[src/rtl/debounce_pkg.sv]
// Shared types and defaults for the keypad debouncer bank.
package debounce_pkg;

    typedef enum logic [1:0] {
        IDLE,
        PRESS_WAIT,
        HELD,
        RELEASE_WAIT
    } state_t;

    localparam int DEF_STABLE_CYCLES = 4;
    localparam int DEF_N_CH          = 4;

endpackage

[src/rtl/debounce_channel.sv]
// One debounced input: 2-flop synchroniser, qualify FSM and stability counter.
module debounce_channel
    import debounce_pkg::*;
#(
    parameter int STABLE_CYCLES = DEF_STABLE_CYCLES,
    parameter int CNT_W         = $clog2(STABLE_CYCLES + 1),
    parameter bit ACTIVE_LOW_IN = 1'b1
) (
    input  logic clk,
    input  logic reset,
    input  logic tick_en,
    input  logic raw_in,
    output logic level_out,
    output logic press_pulse,
    output logic release_pulse
);

    localparam logic             INACTIVE = ACTIVE_LOW_IN;
    localparam logic [CNT_W-1:0] CNT_LAST = CNT_W'(STABLE_CYCLES - 1);

    logic             sync1_reg, sync2_reg;
    logic             s;
    state_t           state_reg, state_next;
    logic [CNT_W-1:0] cnt_reg, cnt_next;
    logic             level_reg, press_reg, release_reg;
    logic             press_next, release_next;

    // Sync flops reset to the idle line level so reset release never looks like a press.
    always_ff @(posedge clk) begin
        if (!reset) begin
            sync1_reg <= INACTIVE;
            sync2_reg <= INACTIVE;
        end else begin
            sync1_reg <= raw_in;
            sync2_reg <= sync1_reg;
        end
    end

    assign s = ACTIVE_LOW_IN ? ~sync2_reg : sync2_reg;

    always_comb begin
        state_next   = state_reg;
        cnt_next     = cnt_reg;
        press_next   = 1'b0;
        release_next = 1'b0;
        case (state_reg)
            IDLE: begin
                if (s) begin
                    state_next = PRESS_WAIT;
                    cnt_next   = '0;
                end
            end
            PRESS_WAIT: begin
                if (!s) begin
                    state_next = IDLE;
                    cnt_next   = '0;
                end else if (tick_en) begin
                    if (cnt_reg == CNT_LAST) begin
                        state_next = HELD;
                        cnt_next   = '0;
                        press_next = 1'b1;
                    end else begin
                        cnt_next = cnt_reg + CNT_W'(1);
                    end
                end
            end
            HELD: begin
                if (!s) begin
                    state_next = RELEASE_WAIT;
                    cnt_next   = '0;
                end
            end
            RELEASE_WAIT: begin
                if (s) begin
                    state_next = HELD;
                    cnt_next   = '0;
                end else if (tick_en) begin
                    if (cnt_reg == CNT_LAST) begin
                        state_next   = IDLE;
                        cnt_next     = '0;
                        release_next = 1'b1;
                    end else begin
                        cnt_next = cnt_reg + CNT_W'(1);
                    end
                end
            end
            default: begin
                state_next = IDLE;
                cnt_next   = '0;
            end
        endcase
    end

    // Level is registered from the next state so it rises on the same edge as the press pulse.
    always_ff @(posedge clk) begin
        if (!reset) begin
            state_reg   <= IDLE;
            cnt_reg     <= '0;
            level_reg   <= 1'b0;
            press_reg   <= 1'b0;
            release_reg <= 1'b0;
        end else begin
            state_reg   <= state_next;
            cnt_reg     <= cnt_next;
            level_reg   <= (state_next == HELD) || (state_next == RELEASE_WAIT);
            press_reg   <= press_next;
            release_reg <= release_next;
        end
    end

    assign level_out     = level_reg;
    assign press_pulse   = press_reg;
    assign release_pulse = release_reg;

endmodule

[src/rtl/debounce_bank.sv]
// N_CH independent debounce channels with a combined "any key held" flag.
module debounce_bank
    import debounce_pkg::*;
#(
    parameter int N_CH          = DEF_N_CH,
    parameter int STABLE_CYCLES = DEF_STABLE_CYCLES,
    parameter int CNT_W         = $clog2(STABLE_CYCLES + 1),
    parameter bit ACTIVE_LOW_IN = 1'b1
) (
    input  logic            clk,
    input  logic            reset,
    input  logic            tick_en,
    input  logic [N_CH-1:0] raw_in,
    output logic [N_CH-1:0] level_out,
    output logic [N_CH-1:0] press_pulse,
    output logic [N_CH-1:0] release_pulse,
    output logic            any_held
);

    genvar gi;
    generate
        for (gi = 0; gi < N_CH; gi++) begin : g_ch
            debounce_channel #(
                .STABLE_CYCLES (STABLE_CYCLES),
                .CNT_W         (CNT_W),
                .ACTIVE_LOW_IN (ACTIVE_LOW_IN)
            ) u_ch (
                .clk           (clk),
                .reset         (reset),
                .tick_en       (tick_en),
                .raw_in        (raw_in[gi]),
                .level_out     (level_out[gi]),
                .press_pulse   (press_pulse[gi]),
                .release_pulse (release_pulse[gi])
            );
        end
    endgenerate

    assign any_held = |level_out;

endmodule
[config.mk]
export PLATFORM = sky130hd
export DESIGN_NAME = debounce_bank
export DESIGN_NICKNAME = d
export VERILOG_FILES = /design/src/rtl/debounce_pkg.sv /design/src/rtl/debounce_channel.sv /design/src/rtl/debounce_bank.sv
export SDC_FILE = /design/constraint.sdc
export NUM_CORES = 1
export LEC_CHECK = 0
export CORE_MARGIN = 2
export CORE_UTILIZATION = 38
export DETAILED_ROUTE_END_ITERATION = 6
export PLACE_DENSITY_LB_ADDON = 0.05
export SYNTH_ARGS = -nofsm -noshare
export SYNTH_HDL_FRONTEND = slang
export SYNTH_SLANG_ARGS = --single-unit
[constraint.sdc]
create_clock -name clk -period 1.41 [get_ports clk]
set_input_delay 0.282 -clock clk [delete_from_list [all_inputs] [get_ports clk]]
set_output_delay 0.282 -clock clk [all_outputs]
set_load 0.01 [all_outputs]
==> metrics.txt <==
CTS clock-pin slew for the worst setup and hold paths 0.07 ns; post-synthesis simple-gate area fraction 24.1%; # IOs 20; WL/cell 11.4 um; Fin. Hold Viols 0; NumNets Final 200; largest family of logic cells by synthesized area simple AND/OR/NAND/NOR gates; WHS Path Cells 1; RSZ-0062 raised after global routing true; sequential power share 55.6%; Syn Nets 178; DR vias/cell 4.92; Synthesis Warnings 0; #FFs+latches synth 39; WHS Endpoint g_ch[0].u_ch.sync2_reg; Tmin final 1.54 ns; hold path startpoint g_ch[0].u_ch.sync1_reg; Residual DRC 0; Worst R2R Start g_ch[1].u_ch.cnt_reg[0]; total gr overflow 0; input/output buffers 19; Hold-fix buffers, CTS 0; area share of the largest cell type after synthesis 49.1%; routed via count 1181; Max VDD drop 0.508 mV; Max Freq 648 MHz; H-tree levels 2; Starting Density 39.7%; sequential share of the synthesized area 49.1%; Setup crit end kind primary output; Pwr Density 1050 nW/um2; post-synth top area cell dfxtp_1; CTS sink cnt 39; largest net degree at the start of global routing 19; Synth top cells by count 39 x dfxtp_1, 18 x nand2_1, 15 x nor2_1; CP Cell Sequence or4_4 -> buf_6; RePlAce Congestion 0.786; maxcap violations 0; CTS tree yes; final setup fails 1; area delta synth->final 21.4%; Synth area leaders dfxtp_1 49%, buf_4 6.1%, nand2_1 4.3%; Crit path largest cell delay 0.52 ns; Adder-Cell Fraction of Synth Area 3.15%; P_int 1610 uW; diode count 0; clock share of power 40.1%; DR iter-0 viols 79; Hold Worst Slack 0.409 ns; Antenna Nets Post-Route 0; row cnt 23; max reg flops 12; R2R Path End g_ch[1].u_ch.press_pulse; Worst-Margin Slew 0.275 ns; crit path DAT 1.26 ns; Synth Area in Compound Gates 8.50%; XOR/XNOR Fraction of Synth Area 3.62%; Combinational Power Share 4.3%; Async S/R FF share, synth 0%; width of the die 68.7 um; initial antenna violation count 0; startpoint type of the worst setup path register; Primary FF master, synth dfxtp_1; max-slew violation count 0; critical path type reg -> out; fill cell count 396; worst hold path class reg -> reg; LEAKAGE 0.000831 uW; vias in the first global route 1102; die area 4710 um2; Longest Clk Path Bufs 2; Switching Fraction 20.7%; drt first pass iters 4; first-pass GRT wire length 4.86 mm; P_sw 419 uW; Setup Skew 0.00610 ns; flop-to-flop setup slack 0.12 ns; failing checks setup timing; Synth cell types 31; Register-to-Register Path Depth 4; top-count cell post-synth dfxtp_1; clock root buffer clkbuf_8; worst endpoint required time 1.13 ns; die height 68.7 um; Synth Instances 167; clock latency on the worst-skew pair 0.28 ns; final period utilization 109%; CTS Buf Count 5; final setup margin -0.133 ns; syn avg cell area 9.52 um2; Detailed Place HPWL 1.97 mm; CP max stage cell or4_4; worst-path maximum fanout 2; multiplexer share of the synthesized area 3.15%; Post-synth EDFFs 0; Worst slew margin 81.6%; worst slack, placed -0.308 ns; Routed WL 2.73 mm; share of cells above drive strength 1 17.4%; Cell Area, Synth 1590 um2; outcome finished with violations; gr usage total 14.3%; core footprint 4000 um2
[placed cells by master (no fill, tap or decap), types with 2 or more instances in the layout]
master / instances
a22oi_1: 5
clkdlybuf4s50_1: 6
nand2_1: 17
dlygate4sd2_1: 10
or2_2: 5
nand4b_1: 3
o2111a_1: 2
a21oi_1: 8
inv_1: 6
mux2i_1: 5
o21ai_0: 3
or2b_1: 4
nand2b_1: 7
nor3_1: 4
dfxtp_1: 37
clkbuf_8: 7
nand3_1: 3
and3_1: 7
ha_1: 4
xnor2_2: 3
nor2_1: 15
buf_4: 12
dlymetal6s2s_1: 2
dfxtp_2: 2
[area by class of cell]
class / count / area [um2] / share of cell area [%]
clock buffers: 8 / 100 / 5.19
multi-input cells: 106 / 687 / 35.6
inverters: 6 / 22.5 / 1.17
flip-flops and latches: 39 / 783 / 40.6
well taps: 50 / 62.6 / 3.24
repair buffers: 31 / 274 / 14.2
[power by group through the flow]
stage	clock network (uW)	logic, uW	registers, uW
final	813	87.9	1130
after global routing	901	97.8	1130
after CTS	844	87.9	1130
after detailed placement	0	88.0	1150
after global placement	0	86.0	1150
after floorplan	0	47.9	1150
[logic make-up after synthesis]
| kind of cell | Yosys count |
|---|---|
| buffers and inverters | 22 |
| and+or+nand+nor | 72 |
| muxes | 5 |
| xor gates and xnor gates | 4 |
| DFF | 39 |
| adders and majority gates | 4 |
| AOI/OAI and AO/OA | 21 |
[stage by stage]
step	utilization, %	std cells	power, uW	setup TNS (ns)	instance area [um2]
floorplan	-	167	1200	0	1590
global placement	45.4	231	1240	-3.01	1810
detailed placement	45.4	231	1240	-3.71	1810
CTS	47.7	239	2060	-0.147	1910
global route	48.2	240	2130	-0.175	1930
finish	48.2	240	2030	-0.133	1930
[timing repair]
item                                   CTS  global route
pin swaps                                0             2
gates resized for setup                 17             5
buffers inserted                         0             1
setup endpoints to repair               11             5
endpoints found under the hold margin    0             0
[worst max-delay path by stage]
stage                                start        to  slack (ns)
floorplan           g_ch[3].u_ch.level_out  any_held        0.08
global placement    g_ch[3].u_ch.level_out  any_held       -0.30
detailed placement  g_ch[3].u_ch.level_out  any_held       -0.31
CTS                 g_ch[3].u_ch.level_out  any_held       -0.15
global route        g_ch[3].u_ch.level_out  any_held       -0.17
finish              g_ch[3].u_ch.level_out  any_held       -0.13
[critical path: cells and delay by family (launching register included)]
family | cells | cell delay (ns)
buffers and inverters | 1 | 0.13
DFF | 1 | 0.32
and+or+nand+nor | 1 | 0.52
[routing by layer]
metal | track usage [%] | part of all wire [%] | up-vias
met2 | 22.7 | 49 | 21
met5 | 0 | 0 | -
li1 | - | - | 601
met4 | 5.75 | 1.7 | 0
met3 | 5.03 | 3.7 | 6
met1 | 17.5 | 46 | 553
Note: power is estimated with default switching activity, not from simulation.
